`src/rtl/bridge_arbiter.sv`:
```
// Round-robin arbiter that lets NUM_MASTERS requesters share one target port,
// keeping at most one transaction outstanding; every output is registered.
//
//   state | meaning
//   ------+-----------------------------------------------------------
//   IDLE  | sample m_req, pick winner from priority pointer, load target
//   ISSUE | t_wr or t_rd strobe high for exactly one cycle
//   WAIT  | count down read latency, capture t_rd_data at terminal count
//   DONE  | m_ack pulse to winner, advance priority pointer
module bridge_arbiter #(
    parameter int NUM_MASTERS = 2,
    parameter int RD_LATENCY  = 2
) (
    input  logic                      clk,
    input  logic                      reset,
    input  logic [NUM_MASTERS-1:0]    m_req,
    input  logic [NUM_MASTERS-1:0]    m_wr,
    input  logic [NUM_MASTERS*32-1:0] m_addr,
    input  logic [NUM_MASTERS*32-1:0] m_wr_data,
    output logic [NUM_MASTERS-1:0]    m_ack,
    output logic [31:0]               m_rd_data,
    output logic [31:0]               t_addr,
    output logic [31:0]               t_wr_data,
    output logic                      t_wr,
    output logic                      t_rd,
    input  logic [31:0]               t_rd_data
);

    localparam int               IDX_W    = (NUM_MASTERS > 1) ? $clog2(NUM_MASTERS) : 1;
    localparam logic [3:0]       CNT_LOAD = 4'(RD_LATENCY - 1);
    localparam logic [IDX_W-1:0] LAST_IDX = IDX_W'(NUM_MASTERS - 1);

    typedef enum logic [1:0] {
        IDLE  = 2'd0,
        ISSUE = 2'd1,
        WAIT  = 2'd2,
        DONE  = 2'd3
    } state_t;

    state_t                 r_state;
    state_t                 w_state_nxt;
    logic [IDX_W-1:0]       r_ptr;
    logic [IDX_W-1:0]       w_ptr_nxt;
    logic [IDX_W-1:0]       r_win;
    logic [IDX_W-1:0]       w_win_nxt;
    logic                   r_is_wr;
    logic                   w_is_wr_nxt;
    logic [3:0]             r_cnt;
    logic [3:0]             w_cnt_nxt;
    logic [NUM_MASTERS-1:0] r_ack;
    logic [NUM_MASTERS-1:0] w_ack_nxt;
    logic [31:0]            r_rd_data;
    logic [31:0]            w_rd_data_nxt;
    logic [31:0]            r_t_addr;
    logic [31:0]            w_t_addr_nxt;
    logic [31:0]            r_t_wr_data;
    logic [31:0]            w_t_wr_data_nxt;
    logic                   r_t_wr;
    logic                   w_t_wr_nxt;
    logic                   r_t_rd;
    logic                   w_t_rd_nxt;

    logic                   w_found;
    logic [IDX_W-1:0]       w_pick;
    logic [NUM_MASTERS-1:0] w_win_onehot;

    // First requester at or above the pointer, wrapping past the last master.
    always_comb begin
        w_found = 1'b0;
        w_pick  = r_ptr;
        for (int k = 0; k < NUM_MASTERS; k++) begin
            if (!w_found && m_req[(int'(r_ptr) + k) % NUM_MASTERS]) begin
                w_found = 1'b1;
                w_pick  = IDX_W'((int'(r_ptr) + k) % NUM_MASTERS);
            end
        end
    end

    assign w_win_onehot = {{(NUM_MASTERS-1){1'b0}}, 1'b1} << r_win;

    always_comb begin
        w_state_nxt     = r_state;
        w_ptr_nxt       = r_ptr;
        w_win_nxt       = r_win;
        w_is_wr_nxt     = r_is_wr;
        w_cnt_nxt       = r_cnt;
        w_ack_nxt       = '0;
        w_rd_data_nxt   = r_rd_data;
        w_t_addr_nxt    = r_t_addr;
        w_t_wr_data_nxt = r_t_wr_data;
        w_t_wr_nxt      = 1'b0;
        w_t_rd_nxt      = 1'b0;

        case (r_state)
            IDLE: begin
                if (w_found) begin
                    w_state_nxt     = ISSUE;
                    w_win_nxt       = w_pick;
                    w_is_wr_nxt     = m_wr[w_pick];
                    w_t_addr_nxt    = m_addr[int'(w_pick)*32 +: 32];
                    w_t_wr_data_nxt = m_wr_data[int'(w_pick)*32 +: 32];
                    w_t_wr_nxt      = m_wr[w_pick];
                    w_t_rd_nxt      = !m_wr[w_pick];
                end
            end
            ISSUE: begin
                if (r_is_wr) begin
                    w_state_nxt = DONE;
                    w_ack_nxt   = w_win_onehot;
                end else begin
                    w_state_nxt = WAIT;
                    w_cnt_nxt   = CNT_LOAD;
                end
            end
            WAIT: begin
                // Terminal count lands on the edge ending cycle ISSUE+RD_LATENCY.
                if (r_cnt == 4'd0) begin
                    w_state_nxt   = DONE;
                    w_rd_data_nxt = t_rd_data;
                    w_ack_nxt     = w_win_onehot;
                end else begin
                    w_cnt_nxt = r_cnt - 4'd1;
                end
            end
            DONE: begin
                w_state_nxt = IDLE;
                w_ptr_nxt   = (r_win == LAST_IDX) ? '0 : r_win + IDX_W'(1);
            end
            default: begin
                w_state_nxt = IDLE;
            end
        endcase
    end

    always_ff @(posedge clk) begin
        if (reset) begin
            r_state     <= IDLE;
            r_ptr       <= '0;
            r_win       <= '0;
            r_is_wr     <= 1'b0;
            r_cnt       <= 4'd0;
            r_ack       <= '0;
            r_rd_data   <= 32'd0;
            r_t_addr    <= 32'd0;
            r_t_wr_data <= 32'd0;
            r_t_wr      <= 1'b0;
            r_t_rd      <= 1'b0;
        end else begin
            r_state     <= w_state_nxt;
            r_ptr       <= w_ptr_nxt;
            r_win       <= w_win_nxt;
            r_is_wr     <= w_is_wr_nxt;
            r_cnt       <= w_cnt_nxt;
            r_ack       <= w_ack_nxt;
            r_rd_data   <= w_rd_data_nxt;
            r_t_addr    <= w_t_addr_nxt;
            r_t_wr_data <= w_t_wr_data_nxt;
            r_t_wr      <= w_t_wr_nxt;
            r_t_rd      <= w_t_rd_nxt;
        end
    end

    assign m_ack     = r_ack;
    assign m_rd_data = r_rd_data;
    assign t_addr    = r_t_addr;
    assign t_wr_data = r_t_wr_data;
    assign t_wr      = r_t_wr;
    assign t_rd      = r_t_rd;

endmodule

```
`config.mk`:
```
export PLATFORM = sky130hd
export DESIGN_NAME = bridge_arbiter
export DESIGN_NICKNAME = d
export VERILOG_FILES = /design/src/rtl/bridge_arbiter.sv
export SDC_FILE = /design/constraint.sdc
export NUM_CORES = 1
export LEC_CHECK = 0
export BUFFER_PORTS_ARGS = -buffer_cell sky130_fd_sc_hd__clkbuf_2
export CAP_MARGIN = 20
export CELL_PAD_IN_SITES_DETAIL_PLACEMENT = 0
export CELL_PAD_IN_SITES_GLOBAL_PLACEMENT = 1
export CORE_ASPECT_RATIO = 1.75
export CORE_MARGIN = 2
export CORE_UTILIZATION = 32
export CTS_CLUSTER_DIAMETER = 80
export DETAILED_ROUTE_END_ITERATION = 10
export PLACE_DENSITY_LB_ADDON = 0.1
export SLEW_MARGIN = 20
export SYNTH_ARGS = -nofsm -noshare
export SYNTH_HDL_FRONTEND = slang
export SYNTH_SLANG_ARGS = --single-unit
```
`constraint.sdc`:
```
create_clock -name clk -period 2.68 [get_ports clk]
set_clock_uncertainty 0.2 [all_clocks]
set_input_delay 0.402 -clock clk [delete_from_list [all_inputs] [get_ports clk]]
set_output_delay 0.402 -clock clk [all_outputs]
set_load 0.005 [all_outputs]
```
### Word-level counts from Yosys, hierarchy flattened

Index checks and enable logic that the tools add are counted.

* add/sub/neg operators: 3
* magnitude comparators: 3
* eq/ne operators: 7
* shifts and indexed selects: 3
* mux-type cells: 21
* bitwise operators: 3
* reduce and logical (&&, ||, !) cells: 11

Operators by type and width (number)
* 64-bit by 7-bit variable part select with 32-bit output: 2
* 1-bit 2-to-1 mux: 12
* 2-bit 2-to-1 mux: 4
* 4-bit 2-to-1 mux: 2
* 2-bit inequality test, second input constant: 4
* 2-bit case mux with 4 select lines: 1
* 4-bit case mux with 2 select lines: 1
* 2-bit AND reduction: 3
* 2-bit equality test, second input constant: 2
* 4-bit logical NOT: 1
* 1-bit by 2-bit < comparator with 1-bit output, second input constant: 2
* 2-bit case mux with 2 select lines: 1
* 4-bit by 1-bit subtractor with 4-bit output, second input constant: 1
* 2-bit by 3-bit < comparator with 1-bit output, second input constant: 1
* 3-bit AND reduction: 1
* 3-bit OR reduction: 1
* 1-bit adder, second input constant: 2
* 2-bit by 1-bit equality test with 1-bit output, second input constant: 1
* 1-bit logical NOT: 2
* 2-bit logical NOT: 1
* 1-bit NOT: 2
* 2-bit nonzero test: 1
* 1-bit by 1-bit << shifter with 2-bit output, first input constant: 1
* 1-bit AND, first input constant: 1
* 1-bit logical AND: 1

* register bits after elaboration: 109
* input port bits: 166
* output and inout bits: 100
* word-level logic and storage cells: 62

### Logic depth before layout (Yosys ltp)

Gate-level depths: netlist of the first run.

* depth after elaboration: 10
* gate-level depth with buffers: 8

### Worst setup path before layout of the first run

Ideal clock, no wire load.

* path kind: flip-flop to flip-flop
* from: reg r_state[0]
* to: reg r_cnt[0]
* setup time: 0.079 ns
* arrival: 1.667 ns
* data required time: 2.401 ns
* slack: 0.734 ns
* stages on the path, launching flop included: 8
* path through: dfxtp_1 inv_1 ha_1 buf_6 and4bb_1 buf_6 or3_4 a211oi_2

* cells in the longest elaborated chain, start to end: 3
* elaborated cells on any way between the ends: 7
* classes of those cells: eq/ne (4); mux (1); reduce/logical (2)

RTL lines
* start, declared: RTL line 40 `state_t r_state;`
* start signal, assigned: RTL line 149 `r_state <= w_state_nxt;`
* 2-bit equality test / 2-bit by 1-bit equality test with 1-bit output (equally long branches): RTL line 94 `case (r_state)`
* 2-bit inequality test (no line) / 2-bit nonzero test (equally long branches)
* 3-bit AND reduction (no line)
* end signal, assigned: RTL line 153 `r_cnt <= w_cnt_nxt;`
* end, declared: RTL line 48 `logic [3:0] r_cnt;`

Several ways; a longest one is shown, not always the timed one.
A chain may end at the register's enable or synchronous reset.

### Worst setup path in the final report of the first run

* from: reg r_state[0]
* to: reg r_rd_data[13], in the netlist m_rd_data[13]

* cells in the longest elaborated chain, start to end: 2

RTL lines
* 2-bit equality test: RTL line 94
* 2-bit AND reduction (no line)
* end signal, assigned: RTL line 155 `r_rd_data <= w_rd_data_nxt;`
* end, declared: RTL line 52 `logic [31:0] r_rd_data;`

Every way passes these cells.

==> results.yml, run 1 <==
logic_synthesis:
  synth_area_leader_cell: "dfxtp_1"
  synth_commonest_cells: "136 x inv_1, 109 x dfxtp_1, 100 x a21oi_1, 66 x nand2_1"
  synth-edff-count: 0
  yosys_most_used_dff: "dfxtp_1"
  ys_ff_latch: 109
  ys_types: 42
  synthArstFlopShare: 0
  netlist.area_leader.share: 0.400
  syn_avg_cell_area_um2: 8.18
  netlist_top_cells_area: "dfxtp_1 40%, o311a_1 12%, o2111ai_1 10%"
  ys_seq_area_frac: 0.400
  syn_area_mm2: 0.00546
  yosys_warnings: 0
  synth.most_common_cell: "inv_1"
  syn_nets: 840
  synthCells: 667
min_path:
  min_path_type: "in -> reg"
  hold_start: "t_rd_data[2]"
  worstHoldEndpoint: "m_rd_data[2]"
  min_delay_path_depth: 3
flow_run:
  drv_cap: 0
route:
  dr_wl_met2_mm: 9.93
  wirelength_mm: 18.1
  vias_per_cell: 5.03
  ant_nets: 0
  dr.max_layer_used: "met4"
  met1_length_mm: 6.70
  met3_length_um: 950
  firstDrtPassIters: 4
  post_drt_wl_per_cell_um: 16.2
  drc: 0
  vias: 5603
  drt_iter0_drc: 233
placed_design:
  io_buffer_count: 265
  gp_congestion: 0.850
  dp_cells: 1097
  dp_hpwl_mm: 12.5
  dpl_cell_area_mm2: 0.00686
finish:
  fin_cells: 1113
  fin_nets: 1054
  diodes: 0
  final_cell_area_mm2: 0.00713
  fill_cells: 1773
  layout-drive-gt1-share: 0.339
  area_delta_synth_final_pct: 30.8
timing:
  rsz0062_at_grt: "false"
  report.final.setup_viol: 0
  period_minus_slack_ns: 2.08
  tightest_slew_ns: 0.816
  fmaxAchievable_mhz: 481
  fin_hold_ws_ns: 0.0675
  setup_tns_ns: 0
  period_share: 0.776
  finalHoldViolCount: 0
  slew_violations: 0
  max_slew_margin: 0.456
floorplanning:
  die_area_mm2: 0.0181
  rows: 63
  core_area_mm2: 0.0168
  ios: 266
  die_w_um: 103
  die-height_um: 177
  initial_core_util: 0.325
global_routing:
  grt_pass1_vias: 5557
  grt_max_degree: 130
  grt.overflow.total: 0
  grt_usage: 0.194
  grt_pass1_wl_mm: 27.8
  antenna_found_initial: 0
clock_network:
  hold_buffers: 0
  path_clk_slew_ns: 0.08
  cts_sinks: 109
  cts_resized: 0
  post-cts-setup-buffer-count: 0
  htree_levels: 3
  cts_tree: "done"
  root_buffer: "clkbuf_16"
  cts_buffers: 9
  cts.path.max_buffers: 2
  insertion_delay_ns: 0.34
pwr:
  leakagePower_nw: 3.40
  power.total_mw: 6.20
  p_per_area_mw_per_mm2: 869
  ir_drop_mv: 0.634
outcome:
  status: "completed"
critical_path:
  crit_buf_inv: 2
  reg2reg_depth: 6
  crit_type: "reg -> reg"
  critical_path.top_delay_family: "buffers and inverters"
  arrival_ns: 2.15
  critPathMaxFanout: 32
  cp-end-kind: "flop"
  crit_chain: "inv_1 -> ha_1 -> and4bb_1 -> buf_4 -> nand2_1 -> a21oi_1"
  critical_path_required_ns: 2.75
  critPathLaunchType: "flop"
  rrSetupSlack_ns: 0.60
  r2r-start: "r_state[0]"
  crit_slowest_cell: "ha_1"
  max_stage_delay_ns: 0.36
  reg2reg_to: "m_rd_data[13]"
power by group:
group / internal, mW / total, mW / switching, mW
clock: 0.641 / 1.26 / 0.623
sequential: 2.12 / 2.40 / 0.287
combinational: 1.07 / 2.53 / 1.46
total: 3.83 / 6.20 / 2.37
registers in the layout, summed over array words and instances (netlist names):
name / cells
r_ptr: 1
m_rd_data: 32
r_state: 2
t_addr: 32
t_rd: 1
r_is_wr: 1
m_ack: 2
t_wr: 1
r_win: 1
t_wr_data: 32
r_cnt: 4
final cells by class:
class                   count  area [µm²]  area share
inverters                 136         510      0.0716
multi-input cells         349        2420       0.339
flip-flops and latches    109        2180       0.306
well taps                 227         284      0.0398
clock inverters             6        45.0     0.00631
repair buffers            276        1460       0.205
clock buffers              10         229      0.0321
worst max-delay path by stage:
stage	start	end	slack [ns]	cells after the start
6_report	r_state[0]	m_rd_data[13]	0.60	6
5_1_grt	r_state[0]	m_rd_data[22]	0.43	6
4_1_cts	r_state[0]	m_rd_data[17]	0.58	6
3_5_place_dp	m_req[1]	t_wr_data[19]	0.49	5
3_3_place_gp	m_req[1]	t_wr_data[8]	0.55	5
2_1_floorplan	r_state[0]	r_cnt[0]	0.73	7
logic make-up (layout without fill, tap and decap cells):
logic type,after synthesis,count (layout),synth area share
AO/OA/AOI/OAI,247,247,0.341
adder cells (fa/ha/maj),7,7,0.0161
buffers and inverters,209,428,0.159
flip-flops,109,109,0.400
multiplexers,3,3,0.00550
AND/OR/NAND/NOR,92,92,0.0787
layout by cell type (no fill, tap or decap), types with 6 or more instances in the layout:
cell type,n
a21oi_1,100
buf_4,8
clkbuf_16,9
clkbuf_2,264
dfxtp_1,108
ha_1,6
inv_1,135
nand2_1,66
o2111ai_1,64
o311a_1,64
metal layers:
layer	vias up	GRT usage
met5	-	0
met3	29	0.0419
li1	2789	-
met4	0	0.0750
met1	2606	0.206
met2	179	0.363
stage by stage:
step / setup WS [ns] / util
after global placement: 0.549 / 0.409
after detailed placement: 0.490 / 0.409
after global routing: 0.435 / 0.425
after CTS: 0.579 / 0.425
final: 0.600 / 0.425
after floorplan: 0.734 / -
worst register-to-register path: stages (launching register included):
cell	delay (ns)
dfxtp_1	0.34
inv_1	0.15
ha_1	0.36
and4bb_1	0.35
buf_4	0.35
nand2_1	0.10
a21oi_1	0.14
No activity file was read; power rests on OpenSTA's default activity.
==> run 2: changes to the inputs <==
- CORE_UTILIZATION: 32 -> 29
- clock period: 2.68 -> 1.9 ns (I/O delays scaled with it)
==> run 2 against run 1 <==
Net effect: sequential cell count unchanged; non-clock buffer count increased by 95; via count increased by 6.9%; power increased by 52%; register-to-register slack got worse by 0.53 ns; combinational power increased by 58%; final cell count increased by 9.5%; setup slack got worse by 0.53 ns; clock-buffer cell count increased by 3.
==> results.yml, run 2 (same netlist as run 1, synthesis figures left out) <==
outcome:
  status: "completed"
clock_network:
  cts_sinks: 109
  cts.path.max_buffers: 2
  post-cts-setup-buffer-count: 0
  path_clk_slew_ns: 0.07
  cts_tree: "done"
  root_buffer: "clkbuf_16"
  insertion_delay_ns: 0.36
  cts_buffers: 9
  htree_levels: 3
pwr:
  clkPwrFrac: 0.214
  switching_share: 0.368
  comb_power_share: 0.424
  p_per_area_mw_per_mm2: 1140
  ir_drop_mv: 0.599
  leakagePower_nw: 3.84
  cellInternalPower_mw: 5.95
  switching_power_mw: 3.46
  p_seq_frac: 0.362
critical_path:
  crit_buf_inv: 1
  crit_chain: "inv_2 -> ha_1 -> and4bb_1 -> or3_4 -> a211oi_2"
  cp-end-kind: "flop"
  critical_path_required_ns: 1.98
  critPathMaxFanout: 5
  critPathLaunchType: "flop"
  critical_path.top_delay_family: "simple AND/OR/NAND/NOR gates"
  crit_slowest_cell: "or3_4"
  crit_type: "reg -> reg"
  arrival_ns: 1.91
  max_stage_delay_ns: 0.42
timing:
  fmaxAchievable_mhz: 546
  period_share: 0.964
  max_slew_margin: 0.698
  finalHoldViolCount: 0
  period_minus_slack_ns: 1.83
  fin_hold_ws_ns: 0.00641
  setup_tns_ns: 0
  slew_violations: 0
  report.final.setup_viol: 0
  tightest_slew_ns: 0.453
route:
  post_drt_wl_per_cell_um: 16.1
  met1_length_mm: 7.52
  drt_iter0_drc: 241
  firstDrtPassIters: 6
  ant_nets: 0
  vias_per_cell: 4.91
  met3_length_um: 970
  wirelength_mm: 19.6
  dr_wl_met2_mm: 10.5
  dr.max_layer_used: "met4"
  drc: 0
  vias: 5987
finish:
  fin_nets: 1149
  final_cell_area_mm2: 0.00822
  seq_area_mm2: 0.00219
  fill_cells: 1887
  layout-drive-gt1-share: 0.319
  final_cell_mix: "264 x clkbuf_2, 133 x inv_1, 106 x dfxtp_1, 100 x a21oi_1, 88 x dlygate4sd3_1"
  layout_commonest_cell: "clkbuf_2"
  area_delta_synth_final_pct: 50.7
  diodes: 0
  fin_cells: 1219
  multi_input_area_mm2: 0.00244
floorplanning:
  die_area_mm2: 0.0200
  die-height_um: 185
  core_area_mm2: 0.0185
  initial_core_util: 0.295
  die_w_um: 108
  ios: 266
  rows: 66
global_routing:
  grt_pass1_wl_mm: 30.3
  grt.overflow.total: 0
  grt_usage: 0.193
  grt_pass1_vias: 6128
  grt_max_degree: 69
  antenna_found_initial: 0
placed_design:
  io_buffer_count: 265
  dp_hpwl_mm: 13.1
  dpl_cell_area_mm2: 0.00699
  gp_congestion: 0.803
  dp_cells: 1115
min_path:
  min_path_type: "in -> reg"
flow_run:
  drv_cap: 0
[run 2: changes by cell type in the layout (fill, tap and decap cells not counted), moves of 2 or more]
cell	change
buf_12	+4
clkbuf_8	+3
dfxtp_1	-2
dfxtp_2	+2
dlygate4sd3_1	+88
inv_1	-2
inv_2	+2
inv_6	-3
[run 2: layout make-up]
cell class,instances,share of cell area
repair buffers,371,0.301
multi-input cells,349,0.297
inverters,136,0.0621
clock inverters,3,0.00517
flip-flops and latches,109,0.266
well taps,238,0.0362
clock buffers,13,0.0329
[run 2: layer usage]
metal / vias to the layer above / GRT usage
li1: 2984 / -
met1: 2781 / 0.204
met2: 183 / 0.361
met3: 39 / 0.0352
met4: 0 / 0.0944
met5: - / 0
[run 2: what timing repair did]
action,in CTS,in global routing
setup endpoints to repair,0,80
endpoints found under the hold margin,88,0
gates resized for setup,0,10
hold buffers,88,0
[run 2: power groups by stage]
| stage | Combinational, mW | Sequential [mW] | Clock, mW |
|---|---|---|---|
| 3_3_place_gp | 3.73 | 3.43 | 0 |
| 3_5_place_dp | 3.80 | 3.46 | 0 |
| 6_report | 3.99 | 3.41 | 2.01 |
| 5_1_grt | 4.46 | 3.49 | 2.17 |
| 4_1_cts | 3.96 | 3.41 | 2.09 |
| 2_1_floorplan | 2.20 | 3.43 | 0 |
[run 2: through the flow]
| stage | util | total power, mW | setup slack [ns] |
|---|---|---|---|
| 3_5_place_dp | 0.378 | 7.27 | 0.0488 |
| 4_1_cts | 0.442 | 9.46 | 0.0251 |
| 5_1_grt | 0.444 | 10.1 | -0.00272 |
| 2_1_floorplan | - | 5.63 | 0.0139 |
| 6_report | 0.444 | 9.40 | 0.0692 |
| 3_3_place_gp | 0.378 | 7.16 | 0.0889 |
[run 2: worst paths after layout]
path	start	cells after the start	end	slack, ns
setup / recovery	r_state[0]	5	r_cnt[0]	0.07
hold / removal	m_addr[8]	2	t_addr[8]	0.006
setup reg to reg	r_state[0]	5	r_cnt[0]	0.07
hold reg to reg	m_rd_data[3]	2	m_rd_data[3]	0.25
==> run 3: changes to the inputs <==
- CORE_UTILIZATION: 29 -> 35
- GPL_TIMING_DRIVEN: not set -> 0
- clock period: 1.9 -> 2.3 ns (I/O delays scaled with it)
==> run 3 against run 2 <==
Net effect: final cell count decreased by 7.0%; global-route usage grew 2.3 points; clock power decreased by 25%; die area fell by 17%; utilization increased by 3.5 points; first-iteration DRC count decreased by 10%; worst hold slack gained 0.0021 ns; sequential power decreased by 18%; cell area down 11%; sequential share of layout area is 3.1 points higher; critical path depth rose by 1; via count shrank 1.4%; critical path type unchanged; largest power group unchanged; highest routed layer unchanged.
==> results.yml, run 3 (same netlist as run 1, synthesis figures left out) <==
route:
  drt_iter0_drc: 217
  vias: 5906
  drc: 0
  wirelength_mm: 18.9
  ant_nets: 0
  post_drt_wl_per_cell_um: 16.6
  vias_per_cell: 5.21
  firstDrtPassIters: 4
global_routing:
  grt_pass1_wl_mm: 28.6
  grt_usage: 0.216
  grt.overflow.total: 0
  grt_pass1_vias: 5940
  grt_max_degree: 19
  antenna_found_initial: 0
finish:
  area_delta_synth_final_pct: 34.5
  layout-drive-gt1-share: 0.336
  diodes: 0
  fill_cells: 1614
  final_cell_area_mm2: 0.00734
  final_cell_mix: "275 x clkbuf_2, 136 x inv_1, 109 x dfxtp_1, 100 x a21oi_1, 66 x nand2_1"
  fin_nets: 1116
  final_util: 0.479
  fin_cells: 1134
  layout_commonest_cell: "clkbuf_2"
placed_design:
  dp_cells: 1116
  dp_hpwl_mm: 14.9
  gp_congestion: 0.807
  io_buffer_count: 263
  post-place-ws_ns: -0.191
  dpl_cell_area_mm2: 0.00700
critical_path:
  critical_path_required_ns: 2.33
  critical_path.top_delay_family: "buffers and inverters"
  critPathLaunchType: "flop"
  critPathMaxFanout: 10
  cp-end-kind: "flop"
  arrival_ns: 2.18
  max_stage_delay_ns: 0.37
  crit_buf_inv: 3
  crit_type: "reg -> reg"
  crit_chain: "inv_1 -> ha_1 -> o21ai_1 -> clkbuf_4 -> clkbuf_2 -> o311a_1"
  crit_slowest_cell: "o311a_1"
pwr:
  p_seq_frac: 0.376
  cellInternalPower_mw: 4.59
  switching_power_mw: 2.89
  switching_share: 0.386
  comb_power_share: 0.422
  p_per_area_mw_per_mm2: 1020
  clkPwrFrac: 0.202
  leakagePower_nw: 3.54
  ir_drop_mv: 0.472
  power.total_mw: 7.47
timing:
  tightest_slew_ns: 0.514
  report.final.setup_viol: 0
  period_share: 0.932
  max_slew_margin: 0.657
  fmaxAchievable_mhz: 466
  setup_tns_ns: 0
  period_minus_slack_ns: 2.14
  setup_ws_ns: 0.156
  finalHoldViolCount: 0
  slew_violations: 0
  fin_hold_ws_ns: 0.00851
clock_network:
  cts_buffers: 9
  cts_sinks: 109
  root_buffer: "clkbuf_16"
  post-cts-setup-buffer-count: 0
  path_clk_slew_ns: 0.08
  insertion_delay_ns: 0.35
  htree_levels: 3
  cts_tree: "done"
  cts.path.max_buffers: 2
floorplanning:
  core_area_mm2: 0.0153
  die-height_um: 169
  initial_core_util: 0.356
  die_area_mm2: 0.0166
  rows: 60
  ios: 266
  die_w_um: 98.4
min_path:
  min_path_type: "in -> reg"
flow_run:
  drv_cap: 0
outcome:
  status: "completed"
-- run 3: cell types whose count changed in the layout (fill, tap and decap cells not counted), moves of 3 or more --
cell           before  now
buf_12              8    0
buf_2               0   12
buf_4               9    0
buf_6               0    9
clkbuf_1            1   34
clkbuf_2          264  275
clkbuf_4            0    3
dfxtp_1           106  109
dfxtp_2             3    0
dlygate4sd3_1      88    3
inv_1             133  136
inv_2               3    0
-- run 3: power groups by stage --
stage | registers [mW] | clock network (mW) | logic, mW
final | 2.81 | 1.51 | 3.15
after global placement | 2.83 | 0 | 3.08
after floorplan | 2.83 | 0 | 1.81
after CTS | 2.81 | 1.55 | 3.18
after detailed placement | 2.86 | 0 | 3.15
after global routing | 2.86 | 1.62 | 3.51
-- run 3: layout make-up --
| type | count | area [µm²] | share of cell area |
|---|---|---|---|
| inverter | 136 | 510 | 0.0696 |
| buffer | 72 | 379 | 0.0517 |
| sequential | 109 | 2180 | 0.297 |
| multi-input combinational | 349 | 2400 | 0.328 |
| clock buffer | 10 | 239 | 0.0326 |
| tap | 186 | 233 | 0.0317 |
| timing repair buffer | 266 | 1350 | 0.183 |
| clock inverter | 6 | 43.8 | 0.00597 |
-- run 3: worst reg2reg max path, stage by stage (launching register included) --
cell and delay (ns):
dfxtp_1 0.35, inv_1 0.13, ha_1 0.34, o21ai_1 0.17, clkbuf_4 0.24, clkbuf_2 0.23
o311a_1 0.37
-- run 3: what timing repair did --
action,in CTS,in global routing
endpoints found under the hold margin,3,0
endpoints found under the setup margin,64,54
gates resized for setup,9,12
pin swaps,0,0
hold buffers,3,0
-- run 3: layer usage --
layer	routed length [µm]	GRT usage	share of wire	vias to the layer above
li1	-	-	-	2920
met1	6420	0.206	0.34	2733
met2	10500	0.416	0.55	198
met3	1150	0.0515	0.061	55
met4	854	0.116	0.045	0
met5	0	0	0	-
-- run 3: worst paths after layout --
| check | start | end | slack (ns) | cells after the start |
|---|---|---|---|---|
| worst max-delay path | r_state[0] | t_wr_data[9] | 0.16 | 6 |
| worst min-delay path | t_rd_data[6] | m_rd_data[6] | 0.009 | 3 |
| worst max register to register | r_state[0] | t_wr_data[9] | 0.16 | 6 |
| worst min register to register | m_rd_data[18] | m_rd_data[18] | 0.25 | 2 |
